$ cat src/rtl/mem_ctrl_arbiter.sv
// Memory-side arbiter for the icache and dcache refill paths. It grants one request per cycle,
// keeps an in-order list of which cache owns each outstanding read, and routes each response back to that cache.
module mem_ctrl_arbiter #(
    parameter int  BLOCK_OFFSET_WIDTH = 3,
    parameter int  RQ_DEPTH           = 4,
    localparam int BW                 = 8 << BLOCK_OFFSET_WIDTH,
    localparam int AW                 = 32 - BLOCK_OFFSET_WIDTH
) (
    input  logic                 clk,
    input  logic                 rst_aL,
    input  logic                 icache_req_valid,
    input  logic [AW-1:0]        icache_req_block_addr,
    output logic                 icache_req_ready,
    output logic                 icache_resp_valid,
    output logic [BW-1:0]        icache_resp_block_data,
    input  logic                 dcache_req_valid,
    input  logic                 dcache_req_type,
    input  logic [31:0]          dcache_req_addr,
    input  logic [31:0]          dcache_req_wr_data,
    output logic                 dcache_req_ready,
    output logic                 dcache_resp_valid,
    output logic [BW-1:0]        dcache_resp_block_data,
    output logic                 mem_req_valid,
    output logic                 mem_req_we,
    output logic [AW-1:0]        mem_req_block_addr,
    output logic [BW-1:0]        mem_req_wr_data,
    output logic [BW/8-1:0]      mem_req_wmask,
    input  logic                 mem_resp_valid,
    input  logic [BW-1:0]        mem_resp_block_data,
    output logic                 protocol_err
);

    localparam int PW = $clog2(RQ_DEPTH);
    localparam int CW = PW + 1;
    localparam int LW = BLOCK_OFFSET_WIDTH - 2;
    localparam int MW = BW / 8;

    logic [CW-1:0]       count;
    logic [PW-1:0]       wr_ptr;
    logic [PW-1:0]       rd_ptr;
    logic [RQ_DEPTH-1:0] src_fifo;     // 0 = icache, 1 = dcache
    logic                last_winner;  // 1 = dcache won the most recent conflict

    logic          fifo_full;
    logic          i_elig;
    logic          d_elig;
    logic          grant_i;
    logic          grant_d;
    logic          conflict;
    logic          push;
    logic          pop;
    logic          head_src;
    logic [LW-1:0] lane;
    logic [BW-1:0] wr_data_lane;
    logic [MW-1:0] wmask_lane;
    logic          unused_addr_bits;

    assign unused_addr_bits = &{1'b0, dcache_req_addr[1:0]};

    always_comb begin
        fifo_full    = (count == CW'(RQ_DEPTH));
        i_elig       = icache_req_valid && !fifo_full;
        d_elig       = dcache_req_valid && (dcache_req_type || !fifo_full);
        conflict     = i_elig && d_elig;
        grant_d      = d_elig && (!i_elig || !last_winner);
        grant_i      = i_elig && (!d_elig || last_winner);
        push         = grant_i || (grant_d && !dcache_req_type);
        pop          = mem_resp_valid && (count != '0);
        head_src     = src_fifo[rd_ptr];
        lane         = dcache_req_addr[BLOCK_OFFSET_WIDTH-1:2];
        wr_data_lane = BW'(dcache_req_wr_data) << (32 * int'(lane));
        wmask_lane   = MW'(4'hF) << (4 * int'(lane));
    end

    // Readies are forced low while reset is held so nothing is handshaken during reset.
    assign icache_req_ready = rst_aL && grant_i;
    assign dcache_req_ready = rst_aL && grant_d;

    always_ff @(posedge clk or negedge rst_aL) begin
        if (!rst_aL) begin
            mem_req_valid      <= 1'b0;
            mem_req_we         <= 1'b0;
            mem_req_block_addr <= '0;
            mem_req_wr_data    <= '0;
            mem_req_wmask      <= '0;
        end else begin
            mem_req_valid <= grant_i || grant_d;
            if (grant_i) begin
                mem_req_we         <= 1'b0;
                mem_req_block_addr <= icache_req_block_addr;
                mem_req_wr_data    <= '0;
                mem_req_wmask      <= '0;
            end else if (grant_d) begin
                mem_req_we         <= dcache_req_type;
                mem_req_block_addr <= dcache_req_addr[31:BLOCK_OFFSET_WIDTH];
                mem_req_wr_data    <= dcache_req_type ? wr_data_lane : '0;
                mem_req_wmask      <= dcache_req_type ? wmask_lane : '0;
            end
        end
    end

    always_ff @(posedge clk or negedge rst_aL) begin
        if (!rst_aL) begin
            count       <= '0;
            wr_ptr      <= '0;
            rd_ptr      <= '0;
            src_fifo    <= '0;
            last_winner <= 1'b0;
        end else begin
            if (push) begin
                src_fifo[wr_ptr] <= grant_d;
                wr_ptr           <= wr_ptr + PW'(1);
            end
            if (pop)
                rd_ptr <= rd_ptr + PW'(1);
            if (push && !pop)
                count <= count + CW'(1);
            else if (pop && !push)
                count <= count - CW'(1);
            if (conflict)
                last_winner <= grant_d;
        end
    end

    always_ff @(posedge clk or negedge rst_aL) begin
        if (!rst_aL) begin
            icache_resp_valid      <= 1'b0;
            dcache_resp_valid      <= 1'b0;
            icache_resp_block_data <= '0;
            dcache_resp_block_data <= '0;
            protocol_err           <= 1'b0;
        end else begin
            icache_resp_valid <= pop && !head_src;
            dcache_resp_valid <= pop && head_src;
            if (pop && !head_src)
                icache_resp_block_data <= mem_resp_block_data;
            if (pop && head_src)
                dcache_resp_block_data <= mem_resp_block_data;
            if (mem_resp_valid && (count == '0))
                protocol_err <= 1'b1;
        end
    end

endmodule

$ cat config.mk
export PLATFORM = sky130hd
export DESIGN_NAME = mem_ctrl_arbiter
export DESIGN_NICKNAME = d
export VERILOG_FILES = /design/src/rtl/mem_ctrl_arbiter.sv
export SDC_FILE = /design/constraint.sdc
export NUM_CORES = 1
export LEC_CHECK = 0
export ABC_AREA = 0
export CAP_MARGIN = 10
export CORE_AREA = 3 3 152 154
export CTS_CLUSTER_DIAMETER = 60
export CTS_CLUSTER_SIZE = 40
export DETAILED_ROUTE_END_ITERATION = 12
export DIE_AREA = 0 0 155 157
export PLACE_DENSITY = 0.8
export SYNTH_ARGS = -nofsm -noshare
export SYNTH_HDL_FRONTEND = slang
export SYNTH_SLANG_ARGS = --single-unit
$ cat constraint.sdc
create_clock -name clk -period 3.6 [get_ports clk]
set_input_delay 0.72 -clock clk [delete_from_list [all_inputs] [get_ports clk]]
set_output_delay 0.72 -clock clk [all_outputs]
set_load 0.02 [all_outputs]
==> results.json, run 1 <==
{
  "portBuffers": 396,
  "drv_cap": 0,
  "synth_commonest_cells": "240 x dfrtp_1, 134 x mux2_2, 64 x a22o_1",
  "core_sq_um": 21800,
  "synth_area_sq_um": 9260,
  "synth_most_common_cell": "dfrtp_1",
  "place_inst": 1293,
  "synthArstFlopShare": 1.00,
  "drt_first_iter_violations": 326,
  "grt_pass1_wl_microns": 39000,
  "synth_top_area_cell": "dfrtp_1",
  "min_path_type": "register to register",
  "synth_edf_count": 0,
  "cp-start-kind": "register",
  "die-height_microns": 157,
  "fin_tns_setup_ns": 0,
  "crit_type": "register to output pin",
  "h-tree-depth": 1,
  "yosys.area_share.simple": 0.0489,
  "dieArea_sq_um": 24300,
  "instances_no_fill": 1326,
  "yosys-top-cells-area": "dfrtp_1 65%, mux2_2 16%, a22o_1 6.1%, nand2_1 2.5%, a31oi_1 2.1%",
  "finClkSkew_ns": 0.0264,
  "critPathArrivalTime_ns": 2.59,
  "n_fill_cell": 1661,
  "m1WireLength_microns": 9640,
  "crit_path_max_fanout": 6,
  "synthAdderAreaFrac": 0.00892,
  "wl_per_cell_microns": 19.2,
  "die_x_microns": 155,
  "drive_gt1_frac": 0.177,
  "ioPinCount": 399,
  "rrSetupSlack_ns": 1.01,
  "wirelength_microns": 25400,
  "worstMarginPinSlew_ns": 0.903,
  "total_leakage_power_nw": 6.03,
  "crit_path_max_incr_delay_ns": 0.62,
  "clockBufferDepth": 3,
  "relSlewSlack": 0.398,
  "whs_path_depth": 1,
  "rsz0062_at_grt": "false",
  "yosys_warnings": 0,
  "cts_sinks": 240,
  "fin_crit_sh": 0.918,
  "antenna_found_initial": 0,
  "synthesis.nets": 823,
  "overflow": 0,
  "max_freq_ghz": 0.302,
  "ff2ff_path_depth": 8,
  "avgViaCountPerCell": 5.04,
  "synth_top_area_share": 0.649,
  "synth_top_family_by_area": "multiplexers",
  "setup_violations": 0,
  "cp_top_family": "simple AND/OR/NAND/NOR gates",
  "route.met2.wl_microns": 12800,
  "area_delta_synth_final_pct": 52.0,
  "postCtsSetupRepairBufs": 0,
  "maxSlewViolCount": 0,
  "cp_data_required_time_ns": 2.88,
  "cp_slowest_cell": "clkdlybuf4s50_1",
  "std_cell_rows": 54,
  "synth_cell_types": 28,
  "initial_utilization": 0.424,
  "synth_flop_cell": "dfrtp_1",
  "avgSynthCellArea_sq_um": 14.2,
  "powerDensity_nw_per_um2": 872,
  "antenna_left": 0,
  "grt_start_max_net_pins": 167,
  "vias": 6678,
  "setup_slack_ns": 0.294,
  "dp_hpwl_microns": 18400,
  "cts_tree": "done",
  "grt_use_total": 0.201,
  "endpoint_kind": "output pin",
  "dp_slack_ns": 0.322,
  "hold_viol": 0,
  "drc": 0,
  "globalplace.congestion": 0.756,
  "clockRootBuffer": "clkbuf_16",
  "path_clk_slew_ns": 0.09,
  "muxShareOfSynthArea": 0.165,
  "nNetsFinal": 1203,
  "path_buf_inv": 1,
  "cp_cell_sequence": "or3b_4, a31oi_1, and2_1, clkdlybuf4s50_1",
  "peakVddDrop_v": 0.000535,
  "ys_ff_latch": 240,
  "grt_pass1_vias": 7006,
  "n_antenna_cell": 0,
  "dr.pass1.iters": 6,
  "synth_compound_area_frac": 0.0882,
  "syn-instance-count": 654,
  "ys_seq_area_frac": 0.649,
  "wl_met3_microns": 2560,
  "numCtsBuffers": 18,
  "period_needed_ns": 3.31,
  "top_layer": "met4",
  "cp_num_cells": 4,
  "clock_latency_ns": 0.50,
  "synthXorXnorAreaFrac": 0.00662,
  "outcome": "finished clean"
}
-- worst reg2reg max path: stages, from the launching register on --
cell	delay, ns
dfrtp_1	0.46
or3b_4	0.44
and3_4	0.26
nor2_1	0.26
inv_1	0.08
ha_1	0.22
inv_1	0.07
fa_1	0.40
mux2_2	0.26
-- routing by layer --
metal,up-vias,GRT usage
met2,273,0.363
met1,3317,0.232
met4,0,0.0383
met3,24,0.0729
li1,3064,-
met5,-,0
-- cell usage in the layout (no fill, tap or decap), types with 3 or more instances in the layout --
cell type | Yosys | routed
and2_1 | 3 | 3
ha_1 | 5 | 5
inv_12 | 0 | 3
nand2_1 | 61 | 60
o21ai_0 | 5 | 5
mux2_2 | 134 | 134
clkdlybuf4s50_1 | 0 | 395
inv_1 | 6 | 6
a31oi_1 | 31 | 31
clkbuf_16 | 0 | 19
dfrtp_1 | 240 | 240
buf_4 | 16 | 7
buf_12 | 0 | 3
xnor2_1 | 5 | 5
nor2_1 | 33 | 32
a22o_1 | 64 | 64
a21o_1 | 5 | 4
-- state kept, by name (all words and copies together), names as in the netlist --
name                    count
mem_req_wmask               2
count                       3
mem_req_we                  1
mem_req_valid               1
mem_req_block_addr         29
src_fifo                    4
icache_resp_block_data     64
rd_ptr                      2
icache_resp_valid           1
last_winner                 1
mem_req_wr_data            64
dcache_resp_block_data     64
wr_ptr                      2
protocol_err                1
dcache_resp_valid           1
-- cell families (layout without fill, tap and decap cells) --
group | Yosys count | after routing
buf+inv | 54 | 446
xor+xnor | 7 | 7
fa+ha+maj | 6 | 6
compound gates | 105 | 105
simple gates | 107 | 107
mux | 135 | 135
flops | 240 | 240
-- power breakdown --
part           internal, mW  switching (mW)  leakage [nW]
combinational          3.01            2.80          2.77
sequential             3.74           0.548          2.94
clock                  1.13            1.04         0.311
-- final timing paths --
path	startpoint	end
max	count[0]	dcache_req_ready
min	protocol_err	protocol_err
max reg2reg	count[0]	count[1]
min reg2reg	protocol_err	protocol_err
max in group asynchronous	rst_aL	dcache_resp_block_data[60]
min in group asynchronous	rst_aL	mem_req_block_addr[12]
-- final cells by class --
cell class | count | area, sq um | share of cell area
sequential | 240 | 6010 | 0.427
timing repair buffer | 407 | 4090 | 0.291
multi-input combinational | 360 | 2960 | 0.210
clock buffer | 21 | 503 | 0.0357
tap | 280 | 350 | 0.0249
clock inverter | 11 | 144 | 0.0102
inverter | 7 | 26.3 | 0.00187
-- timing repair --
action / CTS / global route
resized for setup: 0 / 0
endpoints found under the hold margin: 4 / 0
hold buffers: 1 / 0
-- metrics by stage --
stage	hold WS (ns)	instance area (sq um)	power, mW	utilization
after detailed placement	0.453	13400	10.2	0.615
after CTS	0.471	14100	12.4	0.645
final	0.460	14100	12.3	0.645
after global routing	0.496	14100	12.9	0.645
after floorplan	0.424	9260	7.47	-
after global placement	0.440	13400	10.1	0.615
(Power assumes the default switching activity.)
==> inputs of run 2 (changes only) <==
SLEW_MARGIN = 25   (was unset)
==> results of run 2 <==
No change in the layout: final DEF, timing and power equal those of run 1.
==> inputs of run 3 (changes only) <==
CORE_AREA = 3 3 155 157   (was 3 3 152 154)
DIE_AREA = 0 0 158 160   (was 0 0 155 157)
PLACE_DENSITY = 0.77   (was 0.8)
==> results.json, run 3 (synthesis results as in run 1) <==
{
  "nNetsFinal": 1205,
  "powerDensity_nw_per_um2": 874,
  "wirelength_microns": 25500,
  "crit_path_max_fanout": 6,
  "fin_tns_setup_ns": 0,
  "antenna_left": 0,
  "total_leakage_power_nw": 6.05,
  "cp_data_required_time_ns": 2.88,
  "dr.pass1.iters": 4,
  "peakVddDrop_v": 0.000415,
  "drv_cap": 0,
  "fin_crit_sh": 0.906,
  "cts_resized": 0,
  "numCtsBuffers": 19,
  "period_needed_ns": 3.26,
  "total_power_mw": 12.3,
  "outcome": "finished clean",
  "clockRootBuffer": "clkbuf_16",
  "finalHoldWorstSlack_ns": 0.0559,
  "clock_latency_ns": 0.51,
  "globalplace.congestion": 0.776,
  "relSlewSlack": 0.379,
  "ioPinCount": 399,
  "n_antenna_cell": 0,
  "max_freq_ghz": 0.307,
  "die-height_microns": 160,
  "final_common_cell": "clkdlybuf4s50_1",
  "dieArea_sq_um": 25300,
  "rrSetupSlack_ns": 1.06,
  "path_clk_slew_ns": 0.09,
  "h-tree-depth": 1,
  "worstMarginPinSlew_ns": 0.931,
  "std_cell_rows": 55,
  "drt_first_iter_violations": 289,
  "area_delta_synth_final_pct": 52.2,
  "dp_hpwl_microns": 18400,
  "finClkSkew_ns": 0.0206,
  "endpoint_kind": "output pin",
  "grt_use_total": 0.194,
  "maxSlewViolCount": 0,
  "cts_tree": "done",
  "hold_viol": 0,
  "drive_gt1_frac": 0.179,
  "core_sq_um": 22600,
  "initial_utilization": 0.409,
  "wl_per_cell_microns": 19.1,
  "cp-start-kind": "register",
  "portBuffers": 396,
  "setup_violations": 0,
  "clockBufferDepth": 3,
  "antenna_found_initial": 0,
  "die_x_microns": 158,
  "critPathArrivalTime_ns": 2.54,
  "crit_type": "register to output pin",
  "drc": 0,
  "postCtsSetupRepairBufs": 0,
  "grt_pass1_vias": 7145,
  "final_cell_mix": "395 x clkdlybuf4s50_1, 240 x dfrtp_1, 134 x mux2_2",
  "avgViaCountPerCell": 5.02,
  "final_util": 0.622,
  "grt_start_max_net_pins": 76,
  "biggestRegsByFlops": "dcache_resp_block_data: 64 flops, icache_resp_block_data: 64 flops, mem_req_wr_data: 64 flops",
  "ctsHoldBuffers": 0,
  "rsz0062_at_grt": "false",
  "cts_sinks": 240,
  "overflow": 0,
  "min_path_type": "primary input to async pin",
  "grt_pass1_wl_microns": 39300,
  "vias": 6690
}
-- run 3: changes by cell type in the layout (fill, tap and decap cells not counted), sizes merged --
cell and delta:
buf +2, clkinv +1, bufinv -1, inv +5, dlygate4sd3 -1, clkbuf -2, clkinvlp -2
-- run 3: per-layer routing --
layer  part of all wire  GRT usage  wire length (microns)
met5                  0          0                      0
met4              0.019     0.0430                    493
met3               0.10     0.0691                   2580
met2               0.50      0.343                  12800
met1               0.38      0.224                   9640
-- run 3: report_power, final --
group / total (mW) / switching [mW] / internal, mW
logic: 5.81 / 2.80 / 3.01
clock network: 2.21 / 1.14 / 1.07
registers: 4.29 / 0.549 / 3.74
total: 12.3 / 4.48 / 7.82
-- run 3: cell type report --
cell class | count | area, sq um
clock buffers | 19 | 475
clock inverters | 14 | 179
fillers | 1785 | 8550
inverters | 7 | 26.3
multi-input cells | 360 | 2960
flip-flops and latches | 240 | 6010
well taps | 285 | 357
repair buffers | 408 | 4080
-- run 3: worst paths after layout --
check                             start                    endpoint  cells after the start
setup / recovery               count[1]            dcache_req_ready                      4
hold / removal                   rst_aL  dcache_resp_block_data[32]                      1
setup reg to reg               count[1]                    count[1]                      8
hold reg to reg            protocol_err                protocol_err                      1
max in group asynchronous        rst_aL  dcache_resp_block_data[18]                      2
min in group clk           protocol_err                protocol_err                      1
-- run 3: critical path, cell delays in order, from the launching register on --
cell             delay (ns)
dfrtp_1                0.45
or3b_4                 0.45
a31oi_1                0.33
and2_1                 0.18
clkdlybuf4s50_1        0.61
-- run 3: stage by stage --
step / std cells / area, sq um / setup slack, ns
4_1_cts: 1333 / 14100 / 0.263
3_5_place_dp: 1300 / 13400 / 0.353
5_1_grt: 1333 / 14100 / 0.199
2_1_floorplan: 654 / 9260 / 1.17
6_report: 1333 / 14100 / 0.338
3_3_place_gp: 1300 / 13400 / 0.386
